===== config.mk =====
export PLATFORM = sky130hd
export DESIGN_NAME = game_judge
export DESIGN_NICKNAME = d
export VERILOG_FILES = /design/src/rtl/dino_pkg.sv /design/src/rtl/bcd_counter4.sv /design/src/rtl/game_judge.sv
export SDC_FILE = /design/constraint.sdc
export NUM_CORES = 1
export LEC_CHECK = 0
export BUFFER_PORTS_ARGS = -buffer_cell sky130_fd_sc_hd__buf_4
export CORE_MARGIN = 4
export CORE_UTILIZATION = 26
export DETAILED_ROUTE_END_ITERATION = 8
export SLEW_MARGIN = 25
export SYNTH_ARGS = -nofsm -noshare
export SYNTH_HDL_FRONTEND = slang
export SYNTH_SLANG_ARGS = --single-unit

===== constraint.sdc =====
create_clock -name clk -period 3.7 [get_ports clk]
set_input_delay 0.74 -clock clk [delete_from_list [all_inputs] [get_ports clk]]
set_output_delay 0.74 -clock clk [all_outputs]
set_load 0.01 [all_outputs]

===== src/rtl/dino_pkg.sv =====
// Shared definitions for the dinosaur game datapath.
// Provides the game-state enum, the compositor colours and the
// visible-area geometry used by the judge and its helpers.
package dino_pkg;

   typedef enum logic [1:0] {
      IDLE = 2'd0,
      RUN  = 2'd1,
      OVER = 2'd2
   } state_t;

   localparam logic [11:0] COL_BG  = 12'hFFF;
   localparam logic [11:0] COL_FG  = 12'h555;
   localparam logic [11:0] COL_HIT = 12'hF00;

   localparam int H_VISIBLE = 640;
   localparam int V_VISIBLE = 480;

   // True when the scan address lies inside the 640x480 active picture.
   function automatic logic in_visible(input logic [8:0] row, input logic [9:0] col);
      return (row < 9'(V_VISIBLE)) && (col < 10'(H_VISIBLE));
   endfunction

endpackage


===== src/rtl/bcd_counter4.sv =====
// 4-digit BCD up-counter with synchronous clear and saturation at 9999.
// Ports:
//   clk    in   clock, rising edge
//   RESET  in   synchronous active-high reset (q -> 0)
//   clr    in   synchronous clear (q -> 0)
//   inc    in   add one (BCD carry), ignored once q is 9999
//   q      out  16-bit BCD value, digit 3 in q[15:12]
module bcd_counter4
   import dino_pkg::*;
(
   input  logic        clk,
   input  logic        RESET,
   input  logic        clr,
   input  logic        inc,
   output logic [15:0] q
);

   // Ripple a carry through the four nibbles; a 9 becomes 0 and passes
   // the carry on, anything else absorbs it.
   function automatic logic [15:0] bcd_inc(input logic [15:0] v);
      logic [15:0] r;
      logic        carry;
      r     = v;
      carry = 1'b1;
      for (int i = 0; i < 4; i++) begin
         if (carry) begin
            if (r[4*i +: 4] == 4'd9) begin
               r[4*i +: 4] = 4'd0;
            end else begin
               r[4*i +: 4] = r[4*i +: 4] + 4'd1;
               carry       = 1'b0;
            end
         end
      end
      return r;
   endfunction

   always_ff @(posedge clk) begin
      if (RESET) begin
         q <= 16'h0000;
      end else if (clr) begin
         q <= 16'h0000;
      end else if (inc && (q != 16'h9999)) begin
         q <= bcd_inc(q);
      end
   end

endmodule


===== src/rtl/game_judge.sv =====
// Game judge: composites sprite pixels into RGB, detects dinosaur/cactus
// overlap and runs the IDLE/RUN/OVER game FSM with score and speed.
// Ports:
//   clk, RESET               pixel clock, synchronous active-high reset
//   START                    start/restart button level (debounced)
//   fresh                    frame strobe, falling edge = end of frame
//   row_addr, col_addr       current scan address
//   px_dino/cactus/ground    sprite pixel bits for this address
//   game_status, game_over   decoded RUN / OVER state
//   speed                    scroll speed, pixels per frame
//   score                    4-digit BCD score
//   rgb                      registered 4:4:4 pixel (1-cycle latency)
module game_judge
   import dino_pkg::*;
#(
   parameter int SCORE_DIV    = 6,
   parameter int SPEED_FRAMES = 600,
   parameter int SPEED_INIT   = 2,
   parameter int SPEED_MAX    = 15
) (
   input  logic        clk,
   input  logic        RESET,
   input  logic        START,
   input  logic        fresh,
   input  logic [8:0]  row_addr,
   input  logic [9:0]  col_addr,
   input  logic        px_dino,
   input  logic        px_cactus,
   input  logic        px_ground,
   output logic        game_status,
   output logic        game_over,
   output logic [3:0]  speed,
   output logic [15:0] score,
   output logic [11:0] rgb
);

   localparam int SC_W = $clog2(SCORE_DIV + 1);
   localparam int SP_W = $clog2(SPEED_FRAMES + 1);
   localparam logic [3:0] SPD_INIT = 4'(SPEED_INIT);
   localparam logic [3:0] SPD_MAX  = 4'(SPEED_MAX);

   state_t            state_q, state_d;
   logic              fresh_d, start_d;
   logic              frame_end, start_rise;
   logic              hit_q;
   logic              enter_run, advance, score_inc;
   logic              visible;
   logic [SC_W-1:0]   score_cnt;
   logic [SP_W-1:0]   speed_cnt;
   logic [11:0]       rgb_d;

   assign frame_end  = fresh_d & ~fresh;
   assign start_rise = ~start_d & START;
   assign visible    = in_visible(row_addr, col_addr);

   assign game_status = (state_q == RUN);
   assign game_over   = (state_q == OVER);

   // Next-state logic. A start edge only matters outside RUN, so a frame end
   // landing with it in IDLE/OVER is naturally ignored.
   always_comb begin
      state_d   = state_q;
      enter_run = 1'b0;
      advance   = 1'b0;
      case (state_q)
         IDLE, OVER: begin
            if (start_rise) begin
               state_d   = RUN;
               enter_run = 1'b1;
            end
         end
         RUN: begin
            if (frame_end) begin
               if (hit_q) state_d = OVER;
               else       advance = 1'b1;
            end
         end
         default: state_d = IDLE;
      endcase
   end

   assign score_inc = advance && (score_cnt == SC_W'(SCORE_DIV - 1));

   // Compositor, highest priority first.
   always_comb begin
      rgb_d = COL_BG;
      if (!visible)                           rgb_d = 12'h000;
      else if ((state_q == OVER) && px_dino)  rgb_d = COL_HIT;
      else if (px_dino | px_cactus | px_ground) rgb_d = COL_FG;
   end

   // Edge detect, FSM state and output pixel register.
   always_ff @(posedge clk) begin
      if (RESET) begin
         state_q <= IDLE;
         fresh_d <= 1'b0;
         start_d <= 1'b0;
         rgb     <= 12'h000;
      end else begin
         state_q <= state_d;
         fresh_d <= fresh;
         start_d <= START;
         rgb     <= rgb_d;
      end
   end

   // Collision flag and frame counters. The flag is cleared on the same
   // frame end that samples it, so each frame judges its own overlaps.
   always_ff @(posedge clk) begin
      if (RESET) begin
         hit_q     <= 1'b0;
         score_cnt <= '0;
         speed_cnt <= '0;
         speed     <= SPD_INIT;
      end else if (enter_run) begin
         hit_q     <= 1'b0;
         score_cnt <= '0;
         speed_cnt <= '0;
         speed     <= SPD_INIT;
      end else begin
         if (frame_end)
            hit_q <= 1'b0;
         else if ((state_q == RUN) && px_dino && px_cactus && visible)
            hit_q <= 1'b1;

         if (advance) begin
            score_cnt <= score_inc ? '0 : score_cnt + 1'b1;
            if (speed_cnt == SP_W'(SPEED_FRAMES - 1)) begin
               speed_cnt <= '0;
               if (speed < SPD_MAX) speed <= speed + 4'd1;
            end else begin
               speed_cnt <= speed_cnt + 1'b1;
            end
         end
      end
   end

   bcd_counter4 u_score (
      .clk   (clk),
      .RESET (RESET),
      .clr   (enter_run),
      .inc   (score_inc),
      .q     (score)
   );

endmodule


==> flow_summary.toml <==
[clock_network]
cts.sinks = 42
postCtsHoldBufs = 0
htree_num_levels = 2
clock_tree.buffer_depth = 2
cts_buffers = 5
clock_latency_ps = 290
cts_tree = "built"
ctsResizeCount = 0
postCtsSetupRepairBufs = 0
clk_pin_slew_ps = 70
clock-root-buffer = "clkbuf_8"

[yosys]
ys.flop_type = "dfxtp_1"
synthTopCellsByArea = "dfxtp_1 40%, a21oi_1 4.8%, nor2_1 3.4%, nand4_1 3.0%, xnor2_1 2.9%"
yosysWarnings = 0
synthArstFlopShare = 0
ys_ff_latch = 42
ys_seq_area_frac = 0.4014
yosysTopAreaCellShare = 0.4014
postSynthCellCount = 246
synth_area_mm2 = 0.002095
avgSynthCellArea_um2 = 8.514
synth-edff-count = 0
syn_nets = 276
synth.distinct_cells = 44
synth_area_leader_cell = "dfxtp_1"

[floorplanning]
die-area_mm2 = 0.009556
core_mm2 = 0.007767
fp.dieH_um = 97.76
initial_utilization = 0.2697
ios = 60
die_width_um = 97.76
fp-row-count = 32

[setup_path]
worstPathCellList = "buf_4 > nand4bb_1 > or3_1 > o21ai_1 > nor2_1"
crit_family = "simple AND/OR/NAND/NOR gates"
critPathKind = "input pin to register"
crit_path_end_kind = "register"
worstRegToRegCells = 4
cp-startpoint = "fresh"
worstSetupStartpointType = "input pin"
critPathArrivalTime_ps = 2520
setup.worst_path.end = "speed_cnt[4]"
reg2reg_slack_ps = 1560
crit_fanout = 9
cp.depth = 5
crit-reg2reg-launch = "state_q[0]"
critPathRequiredTime_ps = 3860
worst_r2r_endpoint = "speed_cnt[4]"
path_buf_inv = 1
critPathMaxStageDelay_ps = 590
slowest_stage = "o21ai_1"

[run]
maxCapViolCount = 0

[route]
first_pass_iters = 4
final_antenna_net_count = 0
vias = 1907
wl_per_cell_um = 12.56
drt-total-wl_um = 4861
drc = 0
drt-vias-per-instance = 4.928
drtIter0Drc = 37

[sta]
final_max_slew_viol_count = 0
setup_violations = 0
slew_headroom = 0.4875
whs_ps = 483.8
rsz0062_at_grt = "no"
worst_pin_slew_ps = 758.3
finalHoldViolCount = 0
fin_skew_ps = 6.761
fin_crit_sh = 0.6394
clock.fmax_ghz = 0.4227
fin_crit_ps = 2366
fin_setup_tns_ps = 0

[final_layout]
area_delta_synth_final_pct = 23.00
fin_area_mm2 = 0.002576
diodes = 0
fin_nets = 315
drive_above_1_share = 0.2140
finish.utilization = 0.3317
fillers = 835

[global_route]
grt_max_degree = 26
grt_antenna_before_repair = 0
grt_overflow = 0
grt_pass1_wl_um = 8211
grt_pass1_vias = 1793
groute.usage.overall = 0.1033

[power_and_ir_drop]
p_per_area_mw_per_mm2 = 308.0
vdd_ir_drop_max_mv = 0.1301
power.total_mw = 0.7935
leakage_nw = 0.9160

[placement]
port_buffers = 47
dp_hpwl_um = 3523
place_congestion = 0.7468
place_area_mm2 = 0.002500

[worst_hold_path]
hold_path.class = "register to register"

[run_status]
outcome = "finished, final reports clean"
==> report_power, final <==
group          leakage [nW]  switching [mW]  total, mW  internal (mW)
clock network        0.0383           0.148      0.278          0.130
registers             0.340         0.00423      0.461          0.456
logic                 0.538          0.0302     0.0554         0.0251
==> routing by layer <==
layer  share of wire  wire (µm)  track usage
met5               0          0            0
met4           0.011         53      0.03834
met3           0.042        202      0.03429
met2            0.48       2352       0.1766
met1            0.46       2253       0.1202
==> cells in the final DEF (no fill, tap or decap), types with 2 or more instances in the layout <==
master	count
and4b_1	3
nor4bb_1	3
mux2i_1	3
inv_1	11
nand4_1	10
nor3_1	8
or3_1	3
buf_4	51
nand3_1	6
or2_2	2
dfxtp_1	42
o31ai_1	4
nor4_1	5
o21ai_0	10
nand3b_1	2
nor3b_1	2
or4_1	5
a211oi_1	4
ha_1	4
nand4b_1	4
nor2_1	19
nand2_1	13
clkbuf_1	2
a31oi_1	6
nor2b_1	8
a21oi_1	20
and3_1	5
clkbuf_8	5
xnor2_1	7
nor4b_1	4
==> synth_stat cells, drive strengths merged, types with 2 or more instances <==
master  number
nor2b        8
o21ai       11
nand3b       2
inv         11
and3         5
a211oi       4
nor2        19
nor4b        4
buf         11
nand3        6
or4          5
nand4b       4
mux2i        3
or2          2
dfxtp       42
nand2       13
a21oi       20
o31ai        4
or3          3
and4b        3
nor3b        2
nor3         8
a31oi        6
clkbuf       8
ha           4
nand4       10
nor4         5
xnor2        7
nor4bb       3
==> metrics by stage <==
stage / instances / setup slack [ps]
5_1_grt: 387 / 1260
6_report: 387 / 1334
2_1_floorplan: 246 / 1474
3_3_place_gp: 380 / 1066
3_5_place_dp: 380 / 1058
4_1_cts: 387 / 1388
==> sequential cells by signal, summed over array words and instances (netlist names) <==
register and count:
hit_q 1, start_d 1, fresh_d 1, score_cnt 3
u_score.q 16, state_q 2, speed 4, rgb 4
speed_cnt 10
==> worst min-delay path by stage <==
stage | startpoint | depth (start not counted) | slack, ps | to
5_1_grt | speed_cnt[9] | 2 | 500 | speed_cnt[9]
3_3_place_gp | speed_cnt[9] | 2 | 450 | speed_cnt[9]
4_1_cts | speed_cnt[9] | 2 | 480 | speed_cnt[9]
6_report | score_cnt[1] | 2 | 480 | score_cnt[1]
2_1_floorplan | speed_cnt[9] | 2 | 440 | speed_cnt[9]
3_5_place_dp | speed_cnt[9] | 2 | 470 | speed_cnt[9]
==> worst register-to-register path, delay by kind of cell, from the launching register on <==
kind            cells  cell delay [ps]
simple gates        3             1020
compound gates      1              590
flops               1              400
==> cells by family (layout without fill, tap and decap cells) <==
kind of cell | Yosys count | count (layout) | share of synthesized area
fa+ha+maj | 4 | 4 | 0.02390
buf+inv | 30 | 69 | 0.06989
compound gates | 49 | 49 | 0.1368
simple gates | 109 | 109 | 0.3148
xor+xnor | 8 | 8 | 0.03345
flops | 42 | 42 | 0.4014
mux | 4 | 4 | 0.01971
==> area by class of cell <==
class / instances / area (µm²) / area share
clock buffer: 7 / 76.32 / 0.02963
inverter: 11 / 41.29 / 0.01603
multi-input combinational: 174 / 1107 / 0.4298
sequential: 42 / 840.8 / 0.3264
tap: 102 / 127.6 / 0.04954
timing repair buffer: 51 / 382.9 / 0.1486
Power figures use the tool's default switching activity.
